### src/rtl/dff_share_arbiter_pkg.sv
// ============================================================================
// dff_share_arbiter_pkg : shared types and constants for the register arbiter
// Revision 1.0
// ============================================================================
`default_nettype none

package dff_share_arbiter_pkg;

    typedef enum logic {
        ST_IDLE = 1'b0,
        ST_OWN  = 1'b1
    } state_t;

    // Saturating increment used for the per-grant write counter.
    function automatic logic [7:0] sat_inc(input logic [7:0] val, input logic [7:0] limit);
        return (val >= limit) ? limit : val + 8'd1;
    endfunction

endpackage

`default_nettype wire

### src/rtl/dff_share_arbiter_rr_select.sv
// ============================================================================
// rr_select : combinational rotate-priority picker starting after last_owner
// Revision 1.0
// ============================================================================
`default_nettype none

module rr_select #(
    parameter  int NREQ = 4,
    localparam int OWNW = $clog2(NREQ)
) (
    input  logic [NREQ-1:0] req,
    input  logic [OWNW-1:0] last_owner,
    output logic [OWNW-1:0] sel,
    output logic            any
);

    logic [OWNW-1:0] w_idx;

    // Scan farthest-first so the nearest set bit after last_owner overwrites.
    // NREQ is a power of two, so the OWNW-bit add wraps modulo NREQ.
    always_comb begin
        sel   = '0;
        any   = 1'b0;
        w_idx = '0;
        for (int k = NREQ; k >= 1; k--) begin
            w_idx = last_owner + OWNW'(k);
            if (req[w_idx]) begin
                sel = w_idx;
                any = 1'b1;
            end
        end
    end

endmodule

`default_nettype wire

### src/rtl/dff_share_arbiter.sv
// ============================================================================
// dff_share_arbiter : round-robin owner of a single shared WIDTH-bit register
// Revision 1.0
// ============================================================================
`default_nettype none

module dff_share_arbiter
    import dff_share_arbiter_pkg::*;
#(
    parameter  int WIDTH    = 8,
    parameter  int NREQ     = 4,
    parameter  int MAX_HOLD = 4,
    localparam int OWNW     = $clog2(NREQ)
) (
    input  logic                  clk,
    input  logic                  clr,
    input  logic [NREQ-1:0]       req,
    input  logic [NREQ*WIDTH-1:0] wdata,
    output logic [NREQ-1:0]       gnt,
    output logic [WIDTH-1:0]      q,
    output logic [OWNW-1:0]       owner,
    output logic                  busy
);

    state_t            state_q;
    logic [OWNW-1:0]   owner_q;
    logic [OWNW-1:0]   last_q;
    logic [7:0]        hold_q;
    logic [7:0]        hold_d;
    logic [NREQ-1:0]   gnt_q;
    logic [WIDTH-1:0]  data_q;
    logic [WIDTH-1:0]  data_d;

    logic [OWNW-1:0]   w_sel;
    logic              w_any;
    logic              w_own_req;
    logic              w_others;
    logic              w_hold_full;

    rr_select #(.NREQ(NREQ)) u_rr_select (
        .req        (req),
        .last_owner (last_q),
        .sel        (w_sel),
        .any        (w_any)
    );

    assign w_own_req   = req[owner_q];
    assign w_others    = |(req & ~gnt_q);
    assign w_hold_full = (hold_q == 8'(MAX_HOLD));
    assign hold_d      = sat_inc(hold_q, 8'(MAX_HOLD));
    assign data_d      = wdata[owner_q*WIDTH +: WIDTH];

    always_ff @(posedge clk) begin
        if (clr) begin
            state_q <= ST_IDLE;
            owner_q <= '0;
            last_q  <= OWNW'(NREQ-1);
            hold_q  <= '0;
            gnt_q   <= '0;
            data_q  <= '0;
        end else begin
            case (state_q)
                ST_IDLE: begin
                    if (w_any) begin
                        state_q <= ST_OWN;
                        owner_q <= w_sel;
                        last_q  <= w_sel;
                        hold_q  <= '0;
                        gnt_q   <= NREQ'(1) << w_sel;
                    end
                end
                ST_OWN: begin
                    // Release costs one idle bubble; no write on the release edge.
                    if (!w_own_req || (w_hold_full && w_others)) begin
                        state_q <= ST_IDLE;
                        gnt_q   <= '0;
                    end else begin
                        data_q  <= data_d;
                        hold_q  <= hold_d;
                    end
                end
                default: begin
                    state_q <= ST_IDLE;
                    gnt_q   <= '0;
                end
            endcase
        end
    end

    assign gnt   = gnt_q;
    assign q     = data_q;
    assign owner = owner_q;
    assign busy  = |gnt_q;

endmodule

`default_nettype wire

### config.mk
export PLATFORM = sky130hd
export DESIGN_NAME = dff_share_arbiter
export DESIGN_NICKNAME = d
export VERILOG_FILES = /design/src/rtl/dff_share_arbiter_pkg.sv /design/src/rtl/dff_share_arbiter_rr_select.sv /design/src/rtl/dff_share_arbiter.sv
export SDC_FILE = /design/constraint.sdc
export NUM_CORES = 1
export LEC_CHECK = 0
export CAP_MARGIN = 5
export CORE_MARGIN = 2
export CORE_UTILIZATION = 40
export DETAILED_ROUTE_END_ITERATION = 16
export PLACE_DENSITY = 0.74
export SETUP_SLACK_MARGIN = 0.15
export SLEW_MARGIN = 20
export SYNTH_ARGS = -nofsm -noshare
export SYNTH_HDL_FRONTEND = slang
export SYNTH_SLANG_ARGS = --single-unit
export TNS_END_PERCENT = 10
### constraint.sdc
create_clock -name clk -period 4.1 [get_ports clk]
set_input_delay 0.82 -clock clk [delete_from_list [all_inputs] [get_ports clk]]
set_output_delay 0.82 -clock clk [all_outputs]
set_load 0.005 [all_outputs]
After elaboration in Yosys (flattened, before gate mapping)
Index checks and enable logic that the tools add are counted.

Bits in registers: 25. Bits of input ports: 38. Output and inout bits: 15. Word-level logic and storage cells: 63.

$add $sub $neg: 4. Magnitude comparators: 6. Eq/ne operators: 4. Shift operators: 2. Mux-type cells: 28. Bitwise logic cells: 4. Reductions and logical operators: 9.

Operators with widths (count): indexed part select 32 x 6 -> 8 bit (1); two-way mux 8 bit (3); case mux 8 bit (2 select lines) (1); less-than comparator 2 x 3 -> 1 bit (second input constant) (5); two-way mux 1 bit (11); binary-select mux 1 bit (select 2 bit) (5); adder 8 x 1 -> 8 bit (second input constant) (1); == test 8 x 3 -> 1 bit (second input constant) (1); >= comparator 8 x 3 -> 1 bit (second input constant) (1); two-way mux 2 bit (4); two-way mux 4 bit (2); case mux 4 bit (2 select lines) (1); AND reduction 2 bit (4); OR reduction 4 bit (2); adder 2 bit (second input constant) (2); AND 4 bit (1); != test 2 x 1 -> 1 bit (second input constant) (2); NOT 4 bit (1); left shift 1 x 2 -> 4 bit (first input constant) (1); adder 2 x 1 -> 2 bit (second input constant) (1); != test 2 bit (second input constant) (1); NOT 1 bit (2); case mux 1 bit (2 select lines) (1); logical AND 1 bit (1); other kinds (2) (2).

Logic depth before layout (Yosys ltp)
Word-level depth: 9. Mapped depth: 7. Mapped depth without buffers: 6.

By module
A second synthesis with hierarchy kept.

Cells, all modules: 145. Area total of the unflattened synthesis: 1524.0 um2.

Modules (own cells, without submodules): dff_share_arbiter (instances 1, cells each 131, area an instance 1432.6 um2, seq. area each 500.5 um2); rr_select (instances 1, cells each 14, area an instance 91.3 um2, seq. area each 0.0 um2).

Worst setup path before layout
OpenSTA, ideal clock, no wires.

Path type: input to register. Start: input req[1]. End: register hold_q[5]. Setup time: 0.088 ns. Arrival: 1.888 ns. Data required time: 4.012 ns. Setup slack: 2.124 ns. Stages: 6. Buffers on the path: 1. Cells stage by stage: inv_2 > o2111a_1 > o31a_2 > buf_6 > nand3b_4 > a311oi_2.

Cells in the longest elaborated chain, start to end: 8. Elaborated cells on any way between the ends: 22. Those cells by class: 2 x eq/ne; 14 x mux; 1 x bitwise; 5 x reduce/logical.

RTL lines: start, declared (line dff_share_arbiter.sv:17) `input logic [NREQ-1:0] req,`; binary-select mux 1 bit (select 2 bit) (line dff_share_arbiter_rr_select.sv:27) `if (req[w_idx]) begin`; two-way mux 1 bit (not written as such) (line dff_share_arbiter_rr_select.sv:27); two-way mux 1 bit (4 in a row) (line dff_share_arbiter_rr_select.sv:27); != test 2 x 1 -> 1 bit (no source line); AND reduction 2 bit (no source line) *; end signal, assigned (line dff_share_arbiter.sv:79) `hold_q <= hold_d;`; end, declared (line dff_share_arbiter.sv:28) `logic [7:0] hold_q;`.

Every way passes the cells marked *; elsewhere a longest branch is shown, timed or not. The select of a mux whose other input is x is not followed. A chain may end at the register's enable or synchronous reset.

Worst setup path after layout
Start: register owner_q[0] (netlist: owner[0]). End: output owner[0].

RTL lines: start, declared (line dff_share_arbiter.sv:26) `logic [OWNW-1:0] owner_q;`; start signal, assigned (line dff_share_arbiter.sv:66) `owner_q <= w_sel;`; end, declared (line dff_share_arbiter.sv:21) `output logic [OWNW-1:0] owner,`.

No word-level cell between the ends.

==> impl_metrics.py <==
metrics = {
    "route": {
        "totalWireLength_mm": 3.36,
        "drc_errors": 0,
        "drtIter0Drc": 43,
        "wl_per_cell_um": 14.1,
        "ant_nets": 0,
        "vias": 1303,
        "firstDrtPassIters": 4,
        "detail_route.vias_per_cell": 5.47,
    },
    "timing": {
        "tns_ns": 0,
        "layout_setup_ws_ns": 1.48,
        "clock-skew-final_ns": 0.00423,
        "setup_viol": 0,
        "hold_viol": 0,
        "fin_crit_ns": 2.62,
        "slew_headroom_pct": 37.2,
        "clock.fmax_mhz": 381,
        "rsz0062_at_grt": "no",
        "maxSlewViolCount": 0,
        "period_share_pct": 63.9,
        "worst_pin_slew_ns": 0.939,
    },
    "critical_path": {
        "arrival_ns": 1.80,
        "cp_slowest_stage_delay_ns": 0.84,
        "cp_cell_sequence": "clkdlybuf4s50_1",
        "worstPathRequired_ns": 3.28,
        "reg2reg_from": "owner[0]",
        "cp_slowest_cell": "dfxtp_1",
        "critical_path_class": "register to primary output",
        "path_depth": 1,
        "r2r_cells": 5,
        "reg2reg_slack_ns": 1.74,
        "cpLargestDelayFamily": "flip-flops",
        "endpoint_kind": "primary output",
        "path_max_fanout": 12,
        "path_buf_inv": 1,
        "startpoint_type": "register",
        "crit_start": "owner[0]",
    },
    "cells_and_area": {
        "drive_gt1_share_pct": 8.85,
        "final_util_pct": 58.3,
        "seqCellArea_sq_um": 500,
        "final_common_cell": "clkdlybuf4s50_1",
        "fill_cells": 317,
        "nets": 233,
        "multiInputGateArea_sq_um": 822,
        "antenna_cells": 0,
        "mostFrequentLayoutCells": "clkdlybuf4s50_1, dfxtp_1, nor2_1, nand2_1, mux2i_1",
        "syn_to_final_growth_pct": 39.7,
    },
    "synth": {
        "synth.avg_cell_area_sq_um": 9.60,
        "synth_warnings": 0,
        "yosysSeqAreaShare_pct": 35.9,
        "synth_fp_nets": 185,
        "synthCells": 145,
        "ys_ff_latch": 25,
        "synthXorXnorAreaFrac_pct": 0,
        "yosys.area_share.adder_pct": 1.80,
        "synthDistinctLibCells": 40,
        "synth_compound_gate_area_share_pct": 15.2,
        "synth_area_sq_mm": 0.00139,
        "yosys.area_share.simple_pct": 21.1,
        "synth.area.mux_share_pct": 20.9,
        "synth_top_family_by_area": "simple AND/OR/NAND/NOR gates",
    },
    "outcome": {
        "status": "finished, final reports clean",
    },
    "clocking": {
        "clkTransAtPathRegs_ns": 0.13,
        "cts_sinks": 25,
        "ctsHoldBuffers": 0,
        "cts.repair.resized": 0,
        "cts_max_level": 1,
        "cts_tree": "yes",
        "cts_setup_buffers": 0,
        "clock_latency_ns": 0.32,
        "clock-root-buffer": "clkbuf_4",
        "cts_buffer_depth": 2,
        "cts_buffers": 3,
    },
    "grt": {
        "antenna_found_initial": 0,
        "grt_max_degree": 26,
        "grt_pass1_vias": 1392,
        "grt_pass1_wl_mm": 5.91,
        "grtUsageTotal_pct": 18.6,
        "grt_overflow_total": 0,
    },
    "floorplanning": {
        "core-area_sq_mm": 0.00334,
        "rows": 21,
        "die_w_um": 63.0,
        "ios": 53,
        "initial_core_util_pct": 41.7,
        "die_h_um": 63.0,
        "dieArea_sq_mm": 0.00397,
    },
    "placed_design": {
        "place_congestion": 0.776,
        "place_ws_ns": 1.18,
        "place_hpwl_mm": 2.58,
        "io_buffers": 52,
    },
    "run": {
        "maxCapViolCount": 0,
    },
    "worst_hold_path": {
        "hold_start": "hold_q[7]",
        "min_path_cells": 2,
        "hold_path_class": "register to register",
    },
    "pwr": {
        "power_density_mw_per_mm2": 291,
        "power_leakage_uw": 0.000697,
        "vdd_ir_drop_max_v": 0.000126,
    },
}
[cell usage after synthesis (all sizes together)]
master / number / area share, %
nor3: 6 / 2.2
o21ai: 9 / 3.2
nor2: 18 / 4.9
o22a: 1 / 0.63
nand3b: 1 / 1.4
nand3: 1 / 0.36
and3: 2 / 0.90
nor4: 1 / 0.45
nand2b: 9 / 4.0
nand2: 10 / 2.7
o21bai: 1 / 0.54
o21ba: 1 / 0.72
buf: 6 / 2.9
o2111ai: 1 / 0.63
nor4b: 2 / 2.2
o2111a: 1 / 0.81
or2: 1 / 0.45
mux2: 1 / 0.81
a211o: 2 / 1.3
a21oi: 8 / 2.9
inv: 5 / 1.3
or4: 1 / 0.54
ha: 2 / 1.8
o31a: 1 / 0.72
o211ai: 1 / 0.54
a211oi: 2 / 1.1
a311oi: 1 / 1.1
a2bb2oi: 1 / 0.63
mux4: 8 / 13
nor2b: 1 / 0.45
and3b: 1 / 0.63
clkbuf: 3 / 0.81
dfxtp: 25 / 36
mux2i: 10 / 7.2
o22ai: 1 / 0.45
[layout make-up]
| type | count | share of cell area [%] |
|---|---|---|
| Sequential cell | 25 | 25.7 |
| Clock buffer | 4 | 1.35 |
| Inverter | 5 | 0.965 |
| Timing Repair Buffer | 52 | 26.8 |
| Multi-Input combinational cell | 106 | 42.3 |
| Tap cell | 46 | 2.96 |
[cells by family after synthesis]
group	count (synthesis)
and+or+nand+nor	54
AOI/OAI and AO/OA	31
DFF	25
muxes	19
buffers and inverters	14
adders and majority gates	2
[state kept, by name (all words and copies together), names as in the netlist]
register  count
state_q       1
gnt           4
owner         2
hold_q        8
last_q        2
q             8
[final timing paths]
path | end
setup reg to reg | hold_q[7]
hold / removal | hold_q[7]
setup / recovery | owner[0]
hold reg to reg | hold_q[7]
[per-layer routing]
layer / wire length [um] / part of all wire [%] / GRT usage (%) / vias up
li1: - / - / - / 618
met1: 1330 / 40 / 21.2 / 613
met2: 1710 / 51 / 33.5 / 65
met3: 260 / 7.7 / 3.60 / 7
met4: 54 / 1.6 / 7.78 / 0
met5: 0 / 0 / 0 / -
[stage by stage]
step | hold slack (ns) | area (sq um) | std cells | total power, uW
2_1_floorplan | 0.434 | 1390 | 145 | 384
3_3_place_gp | 0.452 | 1920 | 234 | 458
3_5_place_dp | 0.459 | 1920 | 234 | 464
4_1_cts | 0.479 | 1950 | 238 | 572
5_1_grt | 0.496 | 1950 | 238 | 600
6_report | 0.476 | 1950 | 238 | 566
[power by group]
group          switching, uW  internal (uW)  leakage (uW)
logic                   63.6            109      0.000478
clock network           70.5           38.1     0.0000150
registers               24.9            260      0.000204
total                    159            407      0.000697
Note: power is estimated with default switching activity, not from simulation.
